## src/rtl/gc_refresh_scheduler_if.sv

```systemverilog
// Handshake bundle between the refresh scheduler and its controller/wrappers.
// The master drives enable, clr_err and ref_done; the scheduler is the slave.
interface gc_refresh_scheduler_if #(
  parameter int NUM_BANKS = 4,
  parameter int BANK_W    = 2,
  parameter int CNT_W     = 16
);
  logic                 enable;
  logic                 clr_err;
  logic [NUM_BANKS-1:0] ref_done;
  logic [NUM_BANKS-1:0] start_sr;
  logic [NUM_BANKS-1:0] ref_en_current;
  logic [NUM_BANKS-1:0] ref_en_old;
  logic [BANK_W-1:0]    cur_bank;
  logic                 busy;
  logic                 overrun;
  logic                 timeout_err;
  logic [CNT_W-1:0]     ref_count;

  modport master (
    output enable, clr_err, ref_done,
    input  start_sr, ref_en_current, ref_en_old,
    input  cur_bank, busy, overrun, timeout_err, ref_count
  );

  modport slave (
    input  enable, clr_err, ref_done,
    output start_sr, ref_en_current, ref_en_old,
    output cur_bank, busy, overrun, timeout_err, ref_count
  );
endinterface

```

## src/rtl/gc_refresh_scheduler.sv

```systemverilog
// Round-robin background refresh sequencer for gain-cell memory banks,
// paced by a retention-interval timer with sticky overrun/timeout flags.
module gc_refresh_scheduler #(
  parameter int NUM_BANKS    = 4,
  parameter int BANK_W       = 2,
  parameter int REF_INTERVAL = 1024,
  parameter int TIMEOUT      = 512,
  parameter int CNT_W        = 16
) (
  input logic clk,
  input logic rst,
  gc_refresh_scheduler_if.slave bus
);
  localparam int IV_W = $clog2(REF_INTERVAL);
  localparam int TO_W = $clog2(TIMEOUT + 1);
  localparam logic [IV_W-1:0] IV_LAST = IV_W'(REF_INTERVAL - 1);
  localparam logic [TO_W-1:0] TO_LAST = TO_W'(TIMEOUT - 1);
  localparam logic [BANK_W-1:0] B_LAST = BANK_W'(NUM_BANKS - 1);

  typedef enum logic [2:0] {
    S_IDLE,
    S_KICK,
    S_WAIT,
    S_NEXT,
    S_ERR
  } state_t;

  state_t               r_state;
  logic [IV_W-1:0]      r_ivl;
  logic [TO_W-1:0]      r_tcnt;
  logic                 r_pending;
  logic [BANK_W-1:0]    r_bank;
  logic [NUM_BANKS-1:0] r_start_sr;
  logic [NUM_BANKS-1:0] r_en_cur;
  logic [NUM_BANKS-1:0] r_en_old;
  logic                 r_busy;
  logic                 r_overrun;
  logic                 r_timeout_err;
  logic [CNT_W-1:0]     r_count;

  logic                 w_tick;
  logic                 w_consume;
  logic                 w_ovr_evt;
  logic                 w_done;
  logic                 w_to;
  logic [BANK_W-1:0]    w_prev;
  logic [NUM_BANKS-1:0] w_cur_oh;
  logic [NUM_BANKS-1:0] w_old_oh;

  always_comb begin
    w_tick    = (r_ivl == '0);
    w_consume = (r_state == S_IDLE) && bus.enable && r_pending;
    // A tick landing on the consuming cycle refills pending, not an overrun
    w_ovr_evt = w_tick && r_pending && !w_consume;
    w_done    = bus.ref_done[r_bank];
    w_to      = (r_tcnt == TO_LAST);
    w_prev    = (r_bank == '0) ? B_LAST : r_bank - 1'b1;
    w_cur_oh  = NUM_BANKS'(1) << r_bank;
    w_old_oh  = NUM_BANKS'(1) << w_prev;
  end

  always_ff @(posedge clk or negedge rst) begin
    if (!rst) begin
      r_state       <= S_IDLE;
      r_ivl         <= IV_LAST;
      r_tcnt        <= '0;
      r_pending     <= 1'b0;
      r_bank        <= '0;
      r_start_sr    <= '0;
      r_en_cur      <= '0;
      r_en_old      <= '0;
      r_busy        <= 1'b0;
      r_overrun     <= 1'b0;
      r_timeout_err <= 1'b0;
      r_count       <= '0;
    end else begin
      r_ivl <= w_tick ? IV_LAST : r_ivl - 1'b1;

      if (w_tick) begin
        r_pending <= 1'b1;
      end else if (w_consume) begin
        r_pending <= 1'b0;
      end

      if (w_ovr_evt) begin
        r_overrun <= 1'b1;
      end else if (bus.clr_err) begin
        r_overrun <= 1'b0;
      end

      if (bus.clr_err) begin
        r_timeout_err <= 1'b0;
      end

      r_start_sr <= '0;

      unique case (r_state)
        S_IDLE: begin
          if (w_consume) begin
            r_state    <= S_KICK;
            r_start_sr <= w_cur_oh;
            r_en_cur   <= w_cur_oh;
            r_en_old   <= w_old_oh;
            r_busy     <= 1'b1;
          end
        end
        S_KICK: begin
          r_state <= S_WAIT;
          r_tcnt  <= '0;
        end
        S_WAIT: begin
          if (w_done) begin
            r_state  <= S_NEXT;
            r_en_cur <= '0;
            r_en_old <= '0;
          end else if (w_to) begin
            r_state       <= S_ERR;
            r_en_cur      <= '0;
            r_en_old      <= '0;
            r_busy        <= 1'b0;
            r_timeout_err <= 1'b1;
          end else begin
            r_tcnt <= r_tcnt + 1'b1;
          end
        end
        S_NEXT: begin
          r_state <= S_IDLE;
          r_busy  <= 1'b0;
          r_count <= r_count + 1'b1;
          r_bank  <= (r_bank == B_LAST) ? '0 : r_bank + 1'b1;
        end
        S_ERR: begin
          if (bus.clr_err) begin
            r_state <= S_IDLE;
          end
        end
        default: begin
          r_state <= S_IDLE;
        end
      endcase
    end
  end

  assign bus.start_sr       = r_start_sr;
  assign bus.ref_en_current = r_en_cur;
  assign bus.ref_en_old     = r_en_old;
  assign bus.cur_bank       = r_bank;
  assign bus.busy           = r_busy;
  assign bus.overrun        = r_overrun;
  assign bus.timeout_err    = r_timeout_err;
  assign bus.ref_count      = r_count;
endmodule

```

## src/flat_wrapper.sv

```systemverilog
// flat-port wrapper written by rule: the top's interface ports become plain ports
module gc_refresh_scheduler_flat 
#(
  parameter int NUM_BANKS    = 4,
  parameter int BANK_W       = 2,
  parameter int REF_INTERVAL = 1024,
  parameter int TIMEOUT      = 512,
  parameter int CNT_W        = 16
)
  (clk, rst, bus_enable, bus_clr_err, bus_ref_done, bus_start_sr, bus_ref_en_current, bus_ref_en_old, bus_cur_bank, bus_busy, bus_overrun, bus_timeout_err, bus_ref_count);
  gc_refresh_scheduler_if #(.NUM_BANKS(NUM_BANKS), .BANK_W(BANK_W), .CNT_W(CNT_W)) bus_i ();
  input logic clk;
  input logic rst;
  input wire logic [$bits(bus_i.enable)-1:0] bus_enable;
  input wire logic [$bits(bus_i.clr_err)-1:0] bus_clr_err;
  input wire logic [$bits(bus_i.ref_done)-1:0] bus_ref_done;
  output wire logic [$bits(bus_i.start_sr)-1:0] bus_start_sr;
  output wire logic [$bits(bus_i.ref_en_current)-1:0] bus_ref_en_current;
  output wire logic [$bits(bus_i.ref_en_old)-1:0] bus_ref_en_old;
  output wire logic [$bits(bus_i.cur_bank)-1:0] bus_cur_bank;
  output wire logic [$bits(bus_i.busy)-1:0] bus_busy;
  output wire logic [$bits(bus_i.overrun)-1:0] bus_overrun;
  output wire logic [$bits(bus_i.timeout_err)-1:0] bus_timeout_err;
  output wire logic [$bits(bus_i.ref_count)-1:0] bus_ref_count;
  assign bus_i.enable = bus_enable;
  assign bus_i.clr_err = bus_clr_err;
  assign bus_i.ref_done = bus_ref_done;
  assign bus_start_sr = bus_i.start_sr;
  assign bus_ref_en_current = bus_i.ref_en_current;
  assign bus_ref_en_old = bus_i.ref_en_old;
  assign bus_cur_bank = bus_i.cur_bank;
  assign bus_busy = bus_i.busy;
  assign bus_overrun = bus_i.overrun;
  assign bus_timeout_err = bus_i.timeout_err;
  assign bus_ref_count = bus_i.ref_count;
  gc_refresh_scheduler #(.NUM_BANKS(NUM_BANKS), .BANK_W(BANK_W), .REF_INTERVAL(REF_INTERVAL), .TIMEOUT(TIMEOUT), .CNT_W(CNT_W)) u_core (.clk(clk), .rst(rst), .bus(bus_i));
endmodule
```

## config.mk

```make
export PLATFORM = sky130hd
export DESIGN_NAME = gc_refresh_scheduler_flat
export DESIGN_NICKNAME = d
export VERILOG_FILES = /design/src/rtl/gc_refresh_scheduler_if.sv /design/src/rtl/gc_refresh_scheduler.sv /design/src/flat_wrapper.sv
export SDC_FILE = /design/constraint.sdc
export NUM_CORES = 1
export LEC_CHECK = 0
export ABC_AREA = 0
export BUFFER_PORTS_ARGS = -buffer_cell sky130_fd_sc_hd__buf_2
export CORE_MARGIN = 2
export CORE_UTILIZATION = 50
export CTS_CLUSTER_DIAMETER = 50
export DETAILED_ROUTE_END_ITERATION = 12
export PLACE_DENSITY = 0.73
export SYNTH_ARGS = -nofsm -noshare
export SYNTH_HDL_FRONTEND = slang
export SYNTH_SLANG_ARGS = --single-unit
```

## constraint.sdc

```tcl
create_clock -name clk -period 3.25 [get_ports clk]
set_input_delay 0.325 -clock clk [delete_from_list [all_inputs] [get_ports clk]]
set_output_delay 0.325 -clock clk [all_outputs]
set_load 0.02 [all_outputs]
```

==> results.json <==
{
  "drtIter0Drc": 118,
  "setup_viol": 0,
  "dp_hpwl_mm": 3.49,
  "diodes": 0,
  "ir_drop_uv": 471,
  "setup_slack_ps": 1050,
  "synth_area_per_cell_sq_um": 10.9,
  "yosysSeqAreaShare_pct": 53.4,
  "initial_core_util_pct": 51.8,
  "num_rows": 26,
  "fin_setup_tns_ps": 0,
  "synth.largest_area_cell": "dfrtp_1",
  "vias_per_cell": 5.48,
  "timing_hold_violations_final": 0,
  "port_buffers": 40,
  "core_sq_um": 5110,
  "synth_edf_count": 0,
  "synth_area_sq_um": 2650,
  "dieArea_sq_um": 5890,
  "syn-num-nets": 261,
  "drive_above_1_share_pct": 23.9,
  "die_w_um": 76.8,
  "end_kind": "flip-flop",
  "cts-root-buf": "clkbuf_8",
  "cp-start-kind": "flip-flop",
  "arrival_ps": 2450,
  "path_class": "reg2reg",
  "final_max_slew_viol_count": 0,
  "yosysTopAreaCellShare_pct": 43.5,
  "worstPathRequired_ps": 3500,
  "layout.nets": 302,
  "grt_pass1_wl_mm": 8.90,
  "tritoncts": "built",
  "cts_resized": 0,
  "clk_latency_ps": 310,
  "hold_path_class": "in2async",
  "syn_inst": 243,
  "via_count": 1945,
  "switching_share_pct": 37.1,
  "seqCellArea_sq_um": 1410,
  "tightestPinTransition_ps": 681,
  "ys_async_sr_fraction_pct": 100,
  "h-tree-depth": 2,
  "ys_ff_latch": 56,
  "p_int_mw": 1.19,
  "grt_usage_pct": 18.4,
  "cts_hold_buf": 0,
  "timing.slew.headroom_pct": 54.6,
  "n_fill_cell": 463,
  "switchingPower_uw": 705,
  "firstDrtPassIters": 4,
  "grt_antenna_before_repair": 0,
  "power.density_cell_area_nw_per_um2": 631,
  "place_ws_ps": 1050,
  "path_max_fanout": 8,
  "routed_wl_mm": 5.01,
  "clockPowerShare_pct": 21.4,
  "fp.dieH_um": 76.8,
  "drc": 0,
  "leakage_nw": 1.49,
  "post-route-min-period_ps": 2200,
  "fin_crit_sh_pct": 67.8,
  "status": "finished clean",
  "multiInputGateArea_sq_um": 1160,
  "grt_max_degree": 57,
  "post_cts_buffers": 0,
  "clkSlewWorstSetupHoldPaths_ps": 100,
  "synth.area.top_cells": "dfrtp_1, dfstp_2, ha_1, xor2_1, xnor2_1",
  "numCtsBuffers": 5,
  "ios": 41,
  "synth_cell_type_count": 49,
  "place.gp.congestion": 0.829,
  "syn_to_final_growth_pct": 13.6,
  "clock-sinks": 56,
  "clk_path_buf_depth": 2,
  "antenna_left": 0,
  "grt_pass1_vias": 1940,
  "p_comb_share_pct": 29.0,
  "post_drt_wl_per_cell_um": 14.1,
  "yosysWarnings": 0,
  "synth_flop_cell": "dfrtp_1",
  "fin_skew_ps": 4.05,
  "seqPwrFrac_pct": 49.5,
  "maxCapViolCount": 0,
  "fmax_mhz": 454,
  "rsz0062_at_grt": "no",
  "grt_overflow": 0
}
registers in the layout, indices dropped and copies added (netlist names), 2 cells and up:
| signal | flops |
|---|---|
| u_core.bus.ref_count | 16 |
| u_core.bus.cur_bank | 2 |
| u_core.bus.ref_en_current | 3 |
| u_core.bus.ref_en_old | 4 |
| u_core.bus.start_sr | 4 |
| u_core.r_state | 3 |
| u_core.r_tcnt | 10 |
| u_core.r_ivl | 10 |
power by group through the flow:
stage / logic, mW / registers (mW) / clock network [mW]
after floorplan: 0.386 / 0.948 / 0
after global placement: 0.545 / 0.944 / 0
after CTS: 0.554 / 0.937 / 0.416
final: 0.551 / 0.940 / 0.407
after detailed placement: 0.552 / 0.950 / 0
after global routing: 0.617 / 0.962 / 0.443
area by class of cell:
type	instances	area share [%]
sequential	56	47.0
multi-input combinational	169	38.6
timing repair buffer	41	6.91
tap	70	2.91
clock buffer	6	2.75
inverter	11	1.37
clock inverter	2	0.458
metrics by stage:
step	hold WS, ps	util, %	instances	total power, mW	cell area, sq um
floorplan	29.4	-	243	1.33	2650
global placement	445	57.0	347	1.49	2910
detailed placement	450	57.0	347	1.50	2910
CTS	169	58.9	355	1.91	3010
global route	191	58.9	355	2.02	3010
finish	128	58.9	355	1.90	3010
critical path: stages (launching register included):
cell	delay [ps]
dfrtp_1	500
mux4_2	640
a31o_4	270
o21ai_1	510
a22o_1	220
final timing paths:
path / start / slack (ps) / cells past startpoint / endpoint
min in group clk: bus_clr_err / 240 / 2 / u_core.bus.timeout_err$_DFF_PN0_
worst max register to register: u_core.bus.cur_bank[0]$_DFFE_PN0P_ / 1050 / 4 / u_core.bus.ref_en_old[0]$_DFFE_PN0P_
worst max-delay path: u_core.bus.cur_bank[0]$_DFFE_PN0P_ / 1050 / 4 / u_core.bus.ref_en_old[0]$_DFFE_PN0P_
max in group asynchronous: rst / 2670 / 2 / u_core.bus.ref_en_current[1]$_DFFE_PN0P_
worst min-delay path: rst / 130 / 2 / u_core.r_tcnt[0]$_DFFE_PN0P_
worst min register to register: u_core.r_ivl[4]$_DFF_PN1_ / 470 / 2 / u_core.r_ivl[4]$_DFF_PN1_
metal layers:
layer / global-route usage (%) / part of all wire (%) / up-vias
met5: 0 / 0 / -
met4: 4.91 / 1.2 / 0
met3: 4.47 / 4.3 / 8
met2: 29.6 / 46 / 36
met1: 25.0 / 48 / 960
li1: - / - / 941
cells in the mapped netlist, types with 2 or more instances:
| cell | n |
|---|---|
| a21oi_1 | 7 |
| nand4_1 | 4 |
| nand2_1 | 23 |
| dfrtp_1 | 46 |
| and3_1 | 3 |
| inv_1 | 11 |
| nor2b_1 | 2 |
| nor2_1 | 14 |
| and4_1 | 2 |
| mux2_2 | 3 |
| nand3_1 | 13 |
| a22o_1 | 4 |
| o21ai_0 | 8 |
| dfstp_2 | 10 |
| a21o_1 | 6 |
| xnor2_1 | 10 |
| nor3_1 | 8 |
| ha_1 | 10 |
| or3_1 | 4 |
| nor4_1 | 5 |
| a211o_1 | 2 |
| or4_1 | 2 |
| nor4b_1 | 2 |
| clkbuf_1 | 5 |
| xor2_1 | 11 |
| nand3b_1 | 2 |
| and2_1 | 4 |
cells by family after synthesis:
logic type	Yosys count	synth area share [%]
and+or+nand+nor	95	19.2
DFF	56	53.4
AOI/OAI and AO/OA	39	10.9
xor gates and xnor gates	21	6.95
buffers and inverters	18	2.74
adders and majority gates	10	4.73
muxes	4	2.13
cells in the final DEF, fill, tap and decap left out, drive strengths merged, types with 2 or more instances in the layout:
cell | synthesis | layout
nor4 | 5 | 5
nor2b | 2 | 2
dfrtp | 46 | 46
or4 | 2 | 2
nand4 | 4 | 4
and3 | 3 | 3
nand3 | 13 | 13
inv | 11 | 12
ha | 10 | 10
nor2 | 14 | 14
o21ai | 9 | 9
a21oi | 7 | 7
dfstp | 10 | 10
and2 | 5 | 5
a211o | 2 | 2
nor4b | 2 | 2
nand2 | 23 | 23
buf | 2 | 41
nor3 | 8 | 8
a21o | 6 | 6
and4 | 2 | 2
nand3b | 2 | 2
xor2 | 11 | 11
or3 | 4 | 4
mux2 | 3 | 3
a22o | 4 | 4
clkbuf | 5 | 6
xnor2 | 10 | 10
Power figures use the tool's default switching activity.
